**src/rtl/cond_stream_pkg.sv**
```systemverilog
// Shared types and size helpers for the conditional-select streaming wrapper.
package cond_stream_pkg;

    typedef enum logic [1:0] {
        COLLECT = 2'd0,
        EVAL    = 2'd1,
        SEND    = 2'd2
    } state_t;

    function automatic int ceil_div(input int n, input int d);
        return (n + d - 1) / d;
    endfunction

    function automatic int calc_in_w(input int data_w);
        return 4 * data_w + 2;
    endfunction

    function automatic int calc_out_w(input int data_w);
        return 3 * data_w;
    endfunction

    function automatic int calc_in_beats(input int data_w, input int beat_w);
        return ceil_div(calc_in_w(data_w), beat_w);
    endfunction

    function automatic int calc_out_beats(input int data_w, input int beat_w);
        return ceil_div(calc_out_w(data_w), beat_w);
    endfunction

    // Bits needed to hold values 0 .. n-1 (at least one bit).
    function automatic int calc_cnt_w(input int n);
        int w;
        w = 1;
        while ((1 << w) < n) w++;
        return w;
    endfunction

endpackage

```
**src/rtl/cond_stream_wrapper_kernel.sv**
```systemverilog
// Purely combinational conditional-select kernel: two muxes and a
// constant-or-sum selector, all unsigned and truncated to DATA_W.
module cond_select_kernel #(
    parameter int              DATA_W    = 8,
    parameter logic [DATA_W-1:0] CONST_VAL = 8'hA5
) (
    input  logic [DATA_W-1:0] a_i,
    input  logic [DATA_W-1:0] b_i,
    input  logic [DATA_W-1:0] c_i,
    input  logic [DATA_W-1:0] d_i,
    input  logic              sel1_i,
    input  logic              sel2_i,
    output logic [DATA_W-1:0] cond1_o,
    output logic [DATA_W-1:0] cond2_o,
    output logic [DATA_W-1:0] cond3_o
);

    logic [DATA_W-1:0] sum;

    assign sum     = a_i + b_i;
    assign cond1_o = sel1_i ? a_i : b_i;
    assign cond2_o = sel2_i ? c_i : d_i;
    assign cond3_o = (sel1_i & sel2_i) ? CONST_VAL : sum;

endmodule

```
**src/rtl/cond_stream_wrapper.sv**
```systemverilog
// Deserialises stimulus beats, evaluates cond_select_kernel once, and streams
// the packed results back out. Define COND_STREAM_WRAPPER_CHK_EN to append an XOR checksum beat.
module cond_stream_wrapper
    import cond_stream_pkg::*;
#(
    parameter int                DATA_W    = 8,
    parameter int                BEAT_W    = 16,
    parameter logic [DATA_W-1:0] CONST_VAL = 8'hA5
) (
    input  logic              clk,
    input  logic              rst_n,
    input  logic [BEAT_W-1:0] s_data,
    input  logic              s_valid,
    output logic              s_ready,
    output logic [BEAT_W-1:0] m_data,
    output logic              m_valid,
    input  logic              m_ready,
    output logic              m_last,
    output logic              busy
);

    localparam int IN_W      = calc_in_w(DATA_W);
    localparam int OUT_W     = calc_out_w(DATA_W);
    localparam int IN_BEATS  = calc_in_beats(DATA_W, BEAT_W);
    localparam int OUT_BEATS = calc_out_beats(DATA_W, BEAT_W);
`ifdef COND_STREAM_WRAPPER_CHK_EN
    localparam int SEND_BEATS = OUT_BEATS + 1;
`else
    localparam int SEND_BEATS = OUT_BEATS;
`endif
    localparam int CNT_N = (IN_BEATS > SEND_BEATS) ? IN_BEATS : SEND_BEATS;
    localparam int CNT_W = calc_cnt_w(CNT_N);
    localparam logic [CNT_W-1:0] IN_LAST   = CNT_W'(IN_BEATS - 1);
    localparam logic [CNT_W-1:0] SEND_LAST = CNT_W'(SEND_BEATS - 1);

    state_t            state_q, state_d;
    logic [CNT_W-1:0]  cnt_q, cnt_d;
    logic [IN_W-1:0]   stim_q;
    logic [OUT_W-1:0]  res_q;
    logic [OUT_W-1:0]  res_d;
    logic              stim_we;
    logic              res_we;
    logic [DATA_W-1:0] cond1, cond2, cond3;
    logic [BEAT_W-1:0] res_beats [OUT_BEATS];
    logic [BEAT_W-1:0] send_beat;

    cond_select_kernel #(
        .DATA_W   (DATA_W),
        .CONST_VAL(CONST_VAL)
    ) u_kernel (
        .a_i    (stim_q[IN_W-1 -: DATA_W]),
        .b_i    (stim_q[IN_W-1-DATA_W -: DATA_W]),
        .c_i    (stim_q[IN_W-1-2*DATA_W -: DATA_W]),
        .d_i    (stim_q[IN_W-1-3*DATA_W -: DATA_W]),
        .sel1_i (stim_q[1]),
        .sel2_i (stim_q[0]),
        .cond1_o(cond1),
        .cond2_o(cond2),
        .cond3_o(cond3)
    );

    assign res_d = {cond1, cond2, cond3};

    // Slice the result into beats; the top beat is zero-padded above OUT_W.
    for (genvar gi = 0; gi < OUT_BEATS; gi++) begin : g_beat
        if ((gi + 1) * BEAT_W <= OUT_W) begin : g_full
            assign res_beats[gi] = res_q[gi*BEAT_W +: BEAT_W];
        end else begin : g_pad
            assign res_beats[gi] = BEAT_W'(res_q[OUT_W-1:gi*BEAT_W]);
        end
    end

`ifdef COND_STREAM_WRAPPER_CHK_EN
    logic [BEAT_W-1:0] chk_beat;

    always_comb begin
        chk_beat = '0;
        for (int i = 0; i < OUT_BEATS; i++) begin
            chk_beat = chk_beat ^ res_beats[i];
        end
    end
`endif

    always_comb begin
        send_beat = '0;
        for (int i = 0; i < OUT_BEATS; i++) begin
            if (cnt_q == CNT_W'(i)) send_beat = res_beats[i];
        end
`ifdef COND_STREAM_WRAPPER_CHK_EN
        if (cnt_q == CNT_W'(OUT_BEATS)) send_beat = chk_beat;
`endif
    end

    always_comb begin
        state_d = state_q;
        cnt_d   = cnt_q;
        s_ready = 1'b0;
        m_valid = 1'b0;
        m_last  = 1'b0;
        m_data  = '0;
        busy    = 1'b1;
        stim_we = 1'b0;
        res_we  = 1'b0;
        case (state_q)
            COLLECT: begin
                s_ready = 1'b1;
                busy    = 1'b0;
                if (s_valid) begin
                    stim_we = 1'b1;
                    if (cnt_q == IN_LAST) begin
                        cnt_d   = '0;
                        state_d = EVAL;
                    end else begin
                        cnt_d = cnt_q + CNT_W'(1);
                    end
                end
            end
            EVAL: begin
                res_we  = 1'b1;
                state_d = SEND;
            end
            SEND: begin
                m_valid = 1'b1;
                m_data  = send_beat;
                m_last  = (cnt_q == SEND_LAST);
                if (m_ready) begin
                    if (cnt_q == SEND_LAST) begin
                        cnt_d   = '0;
                        state_d = COLLECT;
                    end else begin
                        cnt_d = cnt_q + CNT_W'(1);
                    end
                end
            end
            default: begin
                cnt_d   = '0;
                state_d = COLLECT;
            end
        endcase
    end

    always_ff @(posedge clk or negedge rst_n) begin
        if (!rst_n) begin
            state_q <= COLLECT;
            cnt_q   <= '0;
            stim_q  <= '0;
            res_q   <= '0;
        end else begin
            state_q <= state_d;
            cnt_q   <= cnt_d;
            // Stimulus bit i lives in beat i/BEAT_W at lane i%BEAT_W; pad lanes are dropped.
            if (stim_we) begin
                for (int i = 0; i < IN_W; i++) begin
                    if (cnt_q == CNT_W'(i / BEAT_W)) stim_q[i] <= s_data[i % BEAT_W];
                end
            end
            if (res_we) res_q <= res_d;
        end
    end

endmodule
```
**config.mk**
```make
export PLATFORM = sky130hd
export DESIGN_NAME = cond_stream_wrapper
export DESIGN_NICKNAME = d
export VERILOG_FILES = /design/src/rtl/cond_stream_pkg.sv /design/src/rtl/cond_stream_wrapper_kernel.sv /design/src/rtl/cond_stream_wrapper.sv
export SDC_FILE = /design/constraint.sdc
export NUM_CORES = 1
export LEC_CHECK = 0
export CAP_MARGIN = 5
export CORE_AREA = 4 4 68 116
export CTS_CLUSTER_DIAMETER = 80
export DETAILED_ROUTE_END_ITERATION = 10
export DIE_AREA = 0 0 72 120
export PLACE_DENSITY_LB_ADDON = 0.15
export SYNTH_ARGS = -nofsm -noshare
export SYNTH_HDL_FRONTEND = slang
export SYNTH_SLANG_ARGS = --single-unit
```
**constraint.sdc**
```tcl
create_clock -name clk -period 3.7 [get_ports clk]
set_input_delay 0.37 -clock clk [delete_from_list [all_inputs] [get_ports clk]]
set_output_delay 0.37 -clock clk [all_outputs]
set_load 0.05 [all_outputs]
```
* Word level (Yosys, flattened, before mapping)
Index checks and enable logic that the tools add are counted.
** Operators by class
- $add $sub $neg :: 2
- Equal/unequal tests :: 8
- Mux-type cells :: 23
- Bitwise gates (word level) :: 2
- Reductions and logical operators :: 7
** Operators with widths (count)
- two-way mux 16 bit :: 3
- two-way mux 8 bit :: 3
- two-way mux 2 bit :: 8
- one-hot mux 2 bit (3 select lines) :: 2
- adder 8 bit :: 1
- inequality test 2 bit, second input constant :: 4
- two-way mux 1 bit :: 7
- AND reduction 2 bit :: 3
- == test 2 x 1 -> 1 bit, second input constant :: 2
- == test 2 bit, second input constant :: 2
- zero test 2 bit :: 2
- AND reduction 4 bit :: 1
- AND reduction 3 bit :: 1
- adder 2 x 1 -> 2 bit, second input constant :: 1
- AND 1 bit :: 1
- inverter 1 bit :: 1
** Storage, ports and cells
- Flip-flop bits (word level) :: 62
- Input port bits :: 20
- Output and inout port bits :: 20
- Word-level logic and storage cells :: 48

* Longest topological paths before layout
- Depth in word-level cells :: 4
- Depth in mapped cells :: 6

* Modules after synthesis
From an unflattened synthesis, not the netlist that was laid out.
** Unflattened totals
- Cell total of the unflattened synthesis :: 227
- Area total of the unflattened synthesis :: 3139.3 sq um
** Modules (own cells, without submodules)
- cond_stream_wrapper :: instances 1, cells an instance 165, area each 2611.3 sq um, sequential area each 1551.5 sq um
- cond_select_kernel :: instances 1, cells an instance 62, area each 528.0 sq um, sequential area each 0.0 sq um

* Worst setup path before layout
No wires, ideal clock.
- Path kind :: register to output
- Start :: register state_q[0]
- End :: output port m_data[0]
- Data arrival time :: 1.847 ns
- Required time :: 3.330 ns
- Setup slack :: 1.483 ns
- Cell stages (with the launch flop) :: 4
- Cell sequence :: dfrtp_1 > nand2b_2 > nor3b_4 > a22o_1
** Between the ends
- Longest elaborated chain between the ends :: 2
** RTL lines
- start, declared :: line cond_stream_wrapper.sv:36 : state_t state_q, state_d;
- start signal, assigned :: line cond_stream_wrapper.sv:149 : state_q <= state_d;
- == test 2 bit :: line cond_stream_wrapper.sv:104 : case (state_q)
- two-way mux 16 bit :: line cond_stream_wrapper.sv:104
- end, declared :: line cond_stream_wrapper.sv:15 : output logic [BEAT_W-1:0] m_data,
No other way between the ends.

* Final worst setup path
- Start :: register state_q[0]
- End :: output port m_data[11]
Same word-level chain as after synthesis.

==> impl_metrics.py <==
metrics = {
    "clocking": {
        "cts_tree": "done",
        "cts_inserted_buffers": 9,
        "root_buffer": "clkbuf_16",
        "cts_resized": 0,
        "clk_pin_slew_worst_paths_ns": 0.05,
        "clk_latency_ns": 0.33,
        "post_cts_buffers": 0,
        "htreeDepth": 3,
        "cts_hold_buffers": 0,
        "cts_sinks": 62,
        "cts_buffer_depth": 2,
    },
    "global_route": {
        "grt_pass1_vias": 2146,
        "track_usage": 0.158,
        "grt_max_degree": 40,
        "overflow": 0,
        "grt_pass1_wl_mm": 10.5,
        "antenna_found_initial": 0,
    },
    "finish": {
        "syn_to_final_growth_pct": 24.0,
        "layout-drive-gt1-share": 0.130,
        "utilization": 0.546,
        "final_common_cell": "dfrtp_1",
        "antenna_cells": 0,
        "final_cell_mix": "62 x dfrtp_1, 38 x clkdlybuf4s50_1, 26 x nand2_1, 19 x mux2_1",
        "final_nets": 326,
    },
    "power": {
        "vdd_ir_drop_max_v": 0.000443,
        "total_power_uw": 3460,
        "leakagePower_uw": 0.00166,
        "p_per_area_nw_per_um2": 917,
    },
    "floorplan": {
        "initial_core_util": 0.441,
        "die_area_um2": 8640,
        "core_um2": 6910,
        "die_height_um": 120,
        "fp.dieW_um": 72,
        "io-pin-count": 40,
        "rows": 40,
    },
    "drt": {
        "drt_iter0_drc": 84,
        "wl_mm": 6.00,
        "drtPass1Iterations": 4,
        "num_vias": 2050,
        "antenna_left": 0,
        "wl_per_cell_um": 15.6,
        "routed_via_density": 5.32,
        "drc": 0,
    },
    "synthesis": {
        "synthCells": 256,
        "syn_nets": 284,
        "syn_area_per_cell_um2": 11.9,
        "ys_seq_elements": 62,
        "yosys.area.top_type_share": 0.510,
        "synth_warnings": 0,
        "synth_edf_count": 0,
        "synth.distinct_cells": 44,
        "yosysTopAreaCell": "dfrtp_1",
        "ys_seq_area_frac": 0.510,
        "netlist_top_cells_area": "dfrtp_1 51%, mux2_1 7.0%, mux2i_1 5.9%, mux2_2 5.6%, nand2_1 3.2%",
        "ys.flop_type": "dfrtp_1",
        "syn-cell-area_um2": 3040,
        "async_flop_share": 1.00,
    },
    "timing": {
        "slew-limit-headroom": 0.511,
        "finalSetupViolCount": 0,
        "fmax_mhz": 329,
        "skew_ns": 0.00732,
        "post-route-period-util": 0.821,
        "rsz0062_at_grt": "false",
        "setup_total_negative_slack_ns": 0,
        "hold_violations": 0,
        "drv_slew": 0,
        "period_needed_ns": 3.04,
        "worstMarginPinSlew_ns": 0.731,
        "hold-worst-slack_ns": 0.0197,
    },
    "critical_path": {
        "cp_data_required_time_ns": 3.33,
        "critical_path_arrival_ns": 2.67,
        "worst-r2r-setup-slack_ns": 1.76,
        "cp-endpoint": "m_data[11]",
        "path_class": "flip-flop to primary output",
        "startpoint_type": "flip-flop",
        "cp-end-kind": "primary output",
        "rr_worst_depth": 6,
        "r2r-end": "res_q[6]$_DFFE_PN0P_",
        "worstReg2RegStart": "stim_q[18]$_DFFE_PN0P_",
        "cp-startpoint": "state_q[0]$_DFFE_PN0P_",
        "cp_max_fo": 16,
    },
    "placement": {
        "gp_congestion": 0.832,
        "dp_hpwl_mm": 4.39,
        "io_buffers": 39,
    },
    "run_status": {
        "status": "completed",
    },
    "hold_path": {
        "hp-class": "input port to asynchronous set/reset pin",
    },
    "run": {
        "drv_cap": 0,
    },
}
==> stage by stage <==
step | cells | worst slack, ns | area [um^2]
2_1_floorplan | 256 | 1.48 | 3040
3_3_place_gp | 371 | 1.01 | 3500
3_5_place_dp | 371 | 0.973 | 3500
4_1_cts | 385 | 0.609 | 3770
5_1_grt | 385 | 0.493 | 3770
6_report | 385 | 0.662 | 3770
==> Yosys cell counts, types with 3 or more instances <==
library cell and n:
a211oi_1 5, nand4b_1 3, mux2i_1 18, nor2_1 7, nand2_1 26, ha_1 7, buf_2 8, nand4_1 3
o21ai_0 18, a22o_1 9, mux2_1 19, mux2_2 15, buf_4 3, a21oi_1 4, and2_1 8, inv_1 5
o21ai_1 3, dfrtp_1 62, nor4_1 3
==> registers in the layout, indices dropped and copies added, names as in the netlist <==
| name | cells |
|---|---|
| state_q | 2 |
| cnt_q | 2 |
| res_q | 24 |
| stim_q | 34 |
==> area by class of cell <==
cell class,instances,area [um^2]
Fill cell,622,3130
Sequential cell,62,1550
Multi-Input combinational cell,177,1410
Timing Repair Buffer,43,415
Clock buffer,13,270
Tap cell,84,105
Inverter,5,18.8
Clock inverter,1,5.00
==> power by group <==
part	switching (uW)	internal [uW]
Sequential	254	1010
Combinational	765	661
Clock	269	498
==> worst max-delay path, stage by stage (launching register included) <==
cell             delay, ns
dfrtp_1               0.43
nand2b_2              0.27
nor3_4                0.59
and2_1                0.24
clkdlybuf4s50_1       0.81
==> layer usage <==
metal  share of wire  GRT usage  wire length [um]
met3           0.033     0.0377               199
met1            0.44      0.195              2650
met2            0.51      0.254              3060
met5               0          0                 0
met4           0.016     0.0812                93
==> cell families after synthesis <==
group                      share of synthesized area
and+or+nand+nor                                0.120
adders and majority gates                     0.0354
buffers and inverters                         0.0280
xor gates and xnor gates                     0.00864
AOI/OAI and AO/OA                              0.113
muxes                                          0.185
DFF                                            0.510
==> worst min-delay path by stage <==
stage	endpoint	slack, ns	depth (start not counted)
final	res_q[16]$_DFFE_PN0P_	0.02	1
after global routing	res_q[16]$_DFFE_PN0P_	0.06	1
after detailed placement	res_q[16]$_DFFE_PN0P_	0.38	1
after CTS	res_q[16]$_DFFE_PN0P_	0.03	1
after floorplan	cnt_q[0]$_DFFE_PN0P_	0.07	0
after global placement	res_q[16]$_DFFE_PN0P_	0.38	1
No activity file was read; power rests on OpenSTA's default activity.
